$ cat config.mk
export PLATFORM = sky130hd
export DESIGN_NAME = pwm_capture
export DESIGN_NICKNAME = d
export VERILOG_FILES = /design/src/rtl/pwm_capture.sv
export SDC_FILE = /design/constraint.sdc
export NUM_CORES = 1
export LEC_CHECK = 0
export CAP_MARGIN = 20
export CELL_PAD_IN_SITES_DETAIL_PLACEMENT = 1
export CELL_PAD_IN_SITES_GLOBAL_PLACEMENT = 1
export CORE_ASPECT_RATIO = 0.6
export CORE_MARGIN = 5
export CORE_UTILIZATION = 40
export CTS_CLUSTER_DIAMETER = 150
export DETAILED_ROUTE_END_ITERATION = 7
export HOLD_SLACK_MARGIN = 0.03
export PLACE_DENSITY = 0.78
export SLEW_MARGIN = 20
export SYNTH_ARGS = -nofsm -noshare
export SYNTH_HDL_FRONTEND = slang
export SYNTH_SLANG_ARGS = --single-unit
$ cat constraint.sdc
create_clock -name clk -period 1.8 [get_ports clk]
set_clock_uncertainty 0.15 [all_clocks]
set_input_delay 0.54 -clock clk [delete_from_list [all_inputs] [get_ports clk]]
set_output_delay 0.54 -clock clk [all_outputs]
set_load 0.02 [all_outputs]
$ cat src/rtl/pwm_capture.sv
// PWM capture: measures high time and period of an asynchronous PWM input in clk cycles.
// Optional glitch filter after the synchroniser is enabled by defining PWM_CAPTURE_FILTER_EN.
module pwm_capture #(
  parameter int WIDTH       = 8,
  parameter int SYNC_STAGES = 2
) (
  input  logic             clk,
  input  logic             reset,
  input  logic             enable,
  input  logic             pwm_in,
  output logic [WIDTH-1:0] duty_out,
  output logic [WIDTH-1:0] period_out,
  output logic             valid,
  output logic             timeout,
  output logic             stuck_level
);

  localparam logic [0:0] IDLE    = 1'b0;
  localparam logic [0:0] MEASURE = 1'b1;

  localparam logic [WIDTH-1:0] CNT_MAX = '1;
  localparam logic [WIDTH-1:0] CNT_ONE = {{(WIDTH-1){1'b0}}, 1'b1};

  logic [SYNC_STAGES-1:0] sync_q;
  logic                   pwm_s;
  logic                   prev_q;
  logic                   rise;

  logic [0:0]       state_q, state_d;
  logic [WIDTH-1:0] period_cnt_q, period_cnt_d;
  logic [WIDTH-1:0] high_cnt_q, high_cnt_d;
  logic [WIDTH-1:0] duty_q, duty_d;
  logic [WIDTH-1:0] period_q, period_d;
  logic             valid_q, valid_d;
  logic             timeout_q, timeout_d;
  logic             stuck_q, stuck_d;

  // Shift pwm_in through the synchroniser; the last stage is the metastability-safe copy.
  always_ff @(posedge clk or posedge reset) begin
    if (reset) begin
      sync_q <= '0;
    end else begin
      sync_q <= {sync_q[SYNC_STAGES-2:0], pwm_in};
    end
  end

`ifdef PWM_CAPTURE_FILTER_EN
  logic filt_q;

  // Follow the input only once two adjacent synchroniser stages agree, so 1-cycle pulses never pass.
  always_ff @(posedge clk or posedge reset) begin
    if (reset) begin
      filt_q <= 1'b0;
    end else if (sync_q[SYNC_STAGES-1] == sync_q[SYNC_STAGES-2]) begin
      filt_q <= sync_q[SYNC_STAGES-2];
    end
  end

  assign pwm_s = filt_q;
`else
  assign pwm_s = sync_q[SYNC_STAGES-1];
`endif

  assign rise = pwm_s & ~prev_q;

  always_comb begin
    state_d      = state_q;
    period_cnt_d = period_cnt_q;
    high_cnt_d   = high_cnt_q;
    duty_d       = duty_q;
    period_d     = period_q;
    valid_d      = 1'b0;
    timeout_d    = timeout_q;
    stuck_d      = stuck_q;

    if (!enable) begin
      state_d      = IDLE;
      period_cnt_d = '0;
      high_cnt_d   = '0;
      timeout_d    = 1'b0;
    end else begin
      case (state_q)
        IDLE: begin
          period_cnt_d = '0;
          high_cnt_d   = '0;
          if (rise) begin
            period_cnt_d = CNT_ONE;
            high_cnt_d   = CNT_ONE;
            state_d      = MEASURE;
          end
        end
        default: begin
          // A rise takes priority over the timeout check so a full-length period still reports.
          if (rise) begin
            period_d     = period_cnt_q;
            duty_d       = high_cnt_q;
            valid_d      = 1'b1;
            timeout_d    = 1'b0;
            period_cnt_d = CNT_ONE;
            high_cnt_d   = CNT_ONE;
          end else if (period_cnt_q == CNT_MAX) begin
            timeout_d    = 1'b1;
            stuck_d      = pwm_s;
            state_d      = IDLE;
            period_cnt_d = '0;
            high_cnt_d   = '0;
          end else begin
            period_cnt_d = period_cnt_q + CNT_ONE;
            if (pwm_s && (high_cnt_q != CNT_MAX)) begin
              high_cnt_d = high_cnt_q + CNT_ONE;
            end
          end
        end
      endcase
    end
  end

  always_ff @(posedge clk or posedge reset) begin
    if (reset) begin
      prev_q       <= 1'b0;
      state_q      <= IDLE;
      period_cnt_q <= '0;
      high_cnt_q   <= '0;
      duty_q       <= '0;
      period_q     <= '0;
      valid_q      <= 1'b0;
      timeout_q    <= 1'b0;
      stuck_q      <= 1'b0;
    end else begin
      prev_q       <= pwm_s;
      state_q      <= state_d;
      period_cnt_q <= period_cnt_d;
      high_cnt_q   <= high_cnt_d;
      duty_q       <= duty_d;
      period_q     <= period_d;
      valid_q      <= valid_d;
      timeout_q    <= timeout_d;
      stuck_q      <= stuck_d;
    end
  end

  assign duty_out    = duty_q;
  assign period_out  = period_q;
  assign valid       = valid_q;
  assign timeout     = timeout_q;
  assign stuck_level = stuck_q;

endmodule

==> results.json <==
{
  "outcome": "finished clean",
  "layout.nets": 177,
  "grt_pass1_wl_mm": 6.803,
  "worstMarginPinSlew_ns": 0.3590,
  "yosys-top-cells-area": "dfrtp_1 57%, mux2_4 7.8%, mux2_2 5.2%, xor2_1 3.6%, nor2_1 3.3%",
  "critPathMaxFanout": 11,
  "area_growth_pct": 24.58,
  "slowest_stage": "dfrtp_1",
  "fin_crit_sh_pct": 94.93,
  "drive_gt1_share_pct": 21.51,
  "yosysWarnings": 0,
  "max_freq_mhz": 585.2,
  "post_cts_buffers": 0,
  "coreArea_um2": 4144,
  "ys_top_cells_by_count": "39 x dfrtp_1, 15 x nor2_1, 9 x mux2_4",
  "worst-path-stages": 6,
  "ys_seq_elements": 39,
  "async_reset_ff_share_pct": 100.0,
  "clk_latency_ns": 0.29,
  "path_clk_slew_ns": 0.08,
  "cpPeakStageDelay_ns": 0.39,
  "cp.required_ns": 1.86,
  "drv_slew": 0,
  "crit_chain": "ha_1 > and4_1 > nand2_1 > buf_4 > nand2b_4 > nor3_1",
  "fp.dieH_um": 60.88,
  "numClockSinks": 39,
  "crit_path_start_kind": "flip-flop",
  "regToRegSetupSlack_ns": 0.09,
  "cts_tree": "done",
  "dp.final_hpwl_mm": 2.887,
  "wire_per_inst_um": 17.04,
  "end_kind": "flip-flop",
  "grt_antenna_before_repair": 0,
  "timing.critical_path.buf_inv": 1,
  "min_path_type": "reg -> reg",
  "avgSynthCellArea_um2": 12.50,
  "grt_pass1_vias": 1312,
  "grt_max_degree": 40,
  "synthFlopType": "dfrtp_1",
  "slew_headroom_pct": 76.07,
  "cp-endpoint": "high_cnt_q[6]",
  "synth.net_count": 144,
  "pre_cts_slack_ns": -0.2969,
  "timing.final.crit_period_ns": 1.709,
  "worst_slack_ns": 0.09120,
  "crit_start": "period_cnt_q[0]",
  "rows": 18,
  "r2r_cells": 6,
  "power.density_nw_per_um2": 742.2,
  "cts_buffers": 5,
  "finalHoldViolations": 0,
  "cts.path.max_buffers": 2,
  "floorplan.initialDensity_pct": 41.64,
  "wirelength_mm": 3.953,
  "first_iter_violations": 35,
  "synthMostInstantiatedCell": "dfrtp_1",
  "overflow": 0,
  "setup_viol": 0,
  "cts_root_buf": "clkbuf_8",
  "synth_edf_count": 0,
  "gp_congestion": 0.7879,
  "rsz0062_at_grt": "no",
  "io_pins": 23,
  "path_class": "reg -> reg",
  "finalPower_mw": 1.595,
  "die_area_um2": 5770,
  "antenna_left": 0,
  "drc_errors": 0,
  "cp.arrival_ns": 1.77,
  "rr_endpoint": "high_cnt_q[6]",
  "fill_cells": 440,
  "cpLargestDelayFamily": "simple AND/OR/NAND/NOR gates",
  "drv_cap": 0,
  "p_leak_nw": 1.108,
  "drtPass1Iterations": 4,
  "ys_seq_area_share_pct": 56.56,
  "antenna_cells": 0,
  "setup_tns_ns": 0,
  "htreeDepth": 2,
  "port_buffers": 22,
  "vias": 1170,
  "synth_top_area_share_pct": 56.56,
  "mappedNetlistArea_um2": 1725,
  "yosysTopAreaCell": "dfrtp_1",
  "syn_inst": 138,
  "die_w_um": 94.79,
  "track_usage_pct": 16.04,
  "vdd_drop_max_mv": 0.4821,
  "via_per_inst": 5.043,
  "synth_cell_types": 35,
  "r2r-start": "period_cnt_q[0]"
}
## timing repair
action | in CTS | in global routing
gates resized for setup | 19 | 2
setup endpoints to repair | 19 | 2
hold buffers | 0 | 0
## cell type report
cell class / instances / area [um^2] / area share, %
clock buffer: 7 / 76.32 / 3.551
clock inverter: 1 / 5.005 / 0.2328
inverter: 3 / 11.26 / 0.5239
multi-input combinational: 91 / 701.9 / 32.65
sequential: 39 / 975.9 / 45.40
tap: 60 / 75.07 / 3.492
timing repair buffer: 31 / 304.0 / 14.14
## report_power, final
group          switching, mW  total (mW)  internal (mW)  leakage, nW
logic                 0.0579       0.105         0.0468        0.531
registers             0.0159       0.908          0.892        0.534
clock network          0.311       0.583          0.272       0.0422
## registers in the layout, indices dropped and copies added (netlist names)
signal / cells
high_cnt_q: 8
valid: 1
sync_q: 2
period_out: 8
stuck_level: 1
duty_out: 8
prev_q: 1
period_cnt_q: 8
state_q: 1
timeout: 1
## cell families (layout without fill, tap and decap cells)
logic type | Yosys count | count (layout) | synth area share, %
and+or+nand+nor | 51 | 51 | 16.82
DFF | 39 | 39 | 56.56
muxes | 18 | 18 | 13.63
AOI/OAI and AO/OA | 12 | 12 | 4.496
xor gates and xnor gates | 8 | 8 | 4.061
buffers and inverters | 8 | 42 | 2.973
adders and majority gates | 2 | 2 | 1.450
## how the worst min path moves through the flow
stage	from	endpoint	slack (ns)	cells after the start
3_3_place_gp	sync_q[0]	sync_q[1]	0.18	0
4_1_cts	sync_q[0]	sync_q[1]	0.20	0
2_1_floorplan	sync_q[0]	sync_q[1]	0.18	0
3_5_place_dp	sync_q[0]	sync_q[1]	0.19	0
6_report	sync_q[0]	sync_q[1]	0.21	0
5_1_grt	sync_q[0]	sync_q[1]	0.21	0
## worst register-to-register path: cells and delay by family, from the launching register on
family | cells | cell delay [ns]
adder cells (fa/ha/maj) | 1 | 0.25
buffers and inverters | 1 | 0.16
flip-flops | 1 | 0.39
AND/OR/NAND/NOR | 4 | 0.69
## stage by stage
step | instances | util (%) | cell area (um^2) | hold slack (ns)
floorplan | 138 | - | 1725 | 0.1812
global placement | 224 | 50.33 | 2086 | 0.1839
detailed placement | 224 | 50.33 | 2086 | 0.1858
CTS | 232 | 51.72 | 2143 | 0.2023
global route | 232 | 51.87 | 2150 | 0.2057
finish | 232 | 51.87 | 2150 | 0.2087
## cells in the final DEF (no fill, tap or decap)
cell	instances
mux2_4	9
a21boi_0	1
nand3b_1	1
nor2b_1	1
nor2_1	15
dfrtp_1	39
mux2i_1	1
dlymetal6s2s_1	1
o21ai_2	1
nand3_1	7
ha_1	2
o21ai_0	2
xnor2_1	1
clkbuf_8	5
mux2_2	8
nand4b_1	1
o211ai_1	3
xor2_1	7
a31oi_1	3
clkdlybuf4s50_1	2
nor3_1	2
a21oi_1	1
nor3b_1	1
buf_4	6
buf_12	3
and3_1	4
nand2b_4	1
nand3_2	1
o2111ai_1	1
clkinv_2	1
or2b_1	1
dlygate4sd2_1	19
nand3_4	1
and2b_4	1
and4_1	3
clkbuf_1	2
nand4_1	2
inv_1	3
and2_1	1
nand2_1	8
## metal layers
metal | track usage [%] | up-vias | part of all wire, %
met3 | 4.089 | 9 | 4.4
met2 | 25.95 | 23 | 47
li1 | - | 548 | -
met1 | 20.95 | 590 | 47
met4 | 6.571 | 0 | 2.0
met5 | 0 | - | 0
Power figures use the tool's default switching activity.
==> RTL change (config.mk and constraints unchanged) <==
Set the parameter `WIDTH` to 7 (it was 8).
--- a/src/rtl/pwm_capture.sv
+++ b/src/rtl/pwm_capture.sv
@@ -1,7 +1,7 @@
 // PWM capture: measures high time and period of an asynchronous PWM input in clk cycles.
 // Optional glitch filter after the synchroniser is enabled by defining PWM_CAPTURE_FILTER_EN.
 module pwm_capture #(
-  parameter int WIDTH       = 8,
+  parameter int WIDTH       = 7,
   parameter int SYNC_STAGES = 2
 ) (
   input  logic             clk,
Interface: changed (resized duty_out and period_out); port bits go from 23 to 21. No check against the original RTL was run, so the function may have changed too.
==> RTL change against the original RTL <==
- sequential cell count shrank 4
- count of clock-buffer cells in the layout is the same
- combinational power down 4%
- cell area fell by 13%
- setup slack worse by 0.044 ns
- wire length shrank 20%
- power down 7.7%
- via count shrank 16%
- area after synthesis decreased by 12%
- critical endpoint is now period_out[1]$_DFFE_PP0P_
==> RTL change: results (changes against the original RTL) <==
- The number of buffers inserted by port buffering was 20 (-9.1%).
- The count of different cell masters after synthesis came to 30 (-14%).
- The number of iterations in the first detailed-routing pass was 3 (-1).
- The overall fraction of global-route tracks in use is 0.146 (-0.0149).
- The worst-skew pair later-pin latency is 0.29 ns (about the same).
- The run finished with clean final reports.
- Counting instances in the post-synthesis netlist gives the leading cell types as 35 x dfrtp_1, 14 x nor2_1, 9 x mux2_4.
- The final weighted congestion of routability-driven global placement was 0.818 (+3.8%).
- The post-synthesis area per instance is 12.8 sq um (+2.4%).
- The parity-gate share of the synthesized area counting xor and xnor cells is 0.0522 (+0.0115).
- The HPWL after detailed placement is 2280 microns (-21%).
- The routed wire length on met2 is 1470 microns (-20%).
- By area the synthesized netlist is led by dfrtp_1 58%, mux2_4 8.9%, mux2_2 4.5%.
- The standby leakage power is 0.000973 uW (-12%).
- The compound-gate portion of the synthesized area was 0.0422 (-0.00274).
- The number of nets produced by synthesis is 124 (-14%).
- The arithmetic-cell share of the synthesized area counting full adders, half adders and majority gates is 0.0166 (+0.00205).
- The min-delay analysis places its worst path in the category reg2reg.
- The root buffer cell chosen for the clock tree is clkbuf_8.
- The amount of wire on met3 after detailed routing is 153 microns (-12%).
- The length of routed wiring on met1 is 1450 microns (-21%).
- The first-pass GRT wire length was 5420 microns (-20%).
- The sequential-to-total area share from yosys stat is 0.579 (+0.0138).
- The routed wire length came to 3160 microns (-20%).
- The total of cells resized after clock tree synthesis is 17 (-2).
- The initial detailed-routing violation count was 39 (+11%).
- The uppermost layer routed is met4.
- The area fraction of the dominant cell type after synthesis came to 0.579 (+0.0138).
- The number of inserted filler cells in the final layout is 391 (-11%).
- The largest net degree at the start of global routing is 36 (-10%).
- The maximum resistive drop on vdd is 0.000521 V (+8.0%).
- The total via count in the routed design is 988 (-16%).
- Clock-pin slew was measured on the worst setup and hold paths at 0.07 ns.
- The TritonCTS buffer count is 5 (unchanged).
- The number of antenna repair diodes is 0 (unchanged).
- The tightest slew margin relative to the limit is 0.789 (+0.0283).
- The average vias per placed instance came to 5.07 (+0.47%).
- The share of post-route cells with drive strength above 1 was 0.216 (+0.00110).
- The master of the slowest instance on the critical path is clkdlybuf4s50_1.
- The via count of the first global-routing pass was 1066 (-19%).
- The final net count came to 153 (-14%).
- The biggest fanout along the worst timing path was 15 (+4).
- The post-placement cell count is 187 (-17%).
- The multiplexer share of the synthesized area is 0.141 (+0.00440).
- The delay contributed by the slowest stage of the critical path is 0.58 ns (+0.19 ns).
==> RTL change: cell count changes after synthesis, moves of 2 or more <==
| cell | before | now |
|---|---|---|
| nand2b_1 | 0 | 2 |
| o21ai_0 | 2 | 0 |
| nor3_1 | 2 | 0 |
| nand2_1 | 8 | 4 |
| and4_1 | 3 | 0 |
| and3_1 | 4 | 6 |
| a31oi_1 | 3 | 1 |
| xnor2_1 | 1 | 3 |
| dfrtp_1 | 39 | 35 |
| mux2_2 | 8 | 6 |
==> RTL change: layout make-up <==
cell class              count  area share
flip-flops and latches     35       0.469
multi-input cells          75       0.319
repair buffers             27       0.131
clock buffers               7      0.0409
well taps                  47      0.0315
inverters                   3     0.00603
clock inverters             1     0.00268
==> RTL change: per-layer routing <==
metal  global-route usage  vias to the layer above
met3               0.0483                        6
met5                    0                        -
met1                0.189                      503
li1                     -                      461
met4               0.0870                        0
met2                0.211                       18
==> RTL change: cell families after synthesis <==
kind of cell,Yosys count
xor+xnor,9
buf+inv,8
fa+ha+maj,2
compound gates,9
simple gates,39
mux,16
flops,35
==> RTL change: worst paths after layout <==
| path | slack [ns] | from | cells past startpoint | to |
|---|---|---|---|---|
| worst max-delay path | 0.05 | enable | 3 | period_out[1]$_DFFE_PP0P_ |
| worst min-delay path | 0.20 | sync_q[0]$_DFF_PP0_ | 0 | sync_q[1]$_DFF_PP0_ |
| worst max register to register | 0.11 | period_cnt_q[1]$_DFF_PP0_ | 6 | period_cnt_q[0]$_DFF_PP0_ |
| worst min register to register | 0.20 | sync_q[0]$_DFF_PP0_ | 0 | sync_q[1]$_DFF_PP0_ |
| max in group asynchronous | 0.88 | reset | 3 | timeout$_DFFE_PP0P_ |
| min in group asynchronous | 0.44 | reset | 3 | duty_out[6]$_DFFE_PP0P_ |
==> RTL change: report_power, final <==
| part | internal (uW) | switching (uW) | leakage [uW] |
|---|---|---|---|
| registers | 803 | 13.8 | 0.000479 |
| logic | 46.2 | 54.3 | 0.000453 |
| clock network | 271 | 284 | 0.0000422 |
==> RTL change: through the flow <==
step                hold WS [ns]  worst slack, ns  instance area [sq um]
finish                     0.204           0.0475                   1870
global placement           0.188           -0.237                   1800
floorplan                  0.181            0.210                   1510
CTS                        0.209           0.0492                   1860
detailed placement         0.189           -0.271                   1800
global route               0.227          -0.0359                   1870
==> RTL change: critical path, delay by kind of cell <==
| kind | cells | cell delay, ns |
|---|---|---|
| buffers and inverters | 1 | 0.58 |
| multiplexers | 1 | 0.38 |
| AND/OR/NAND/NOR | 1 | 0.27 |
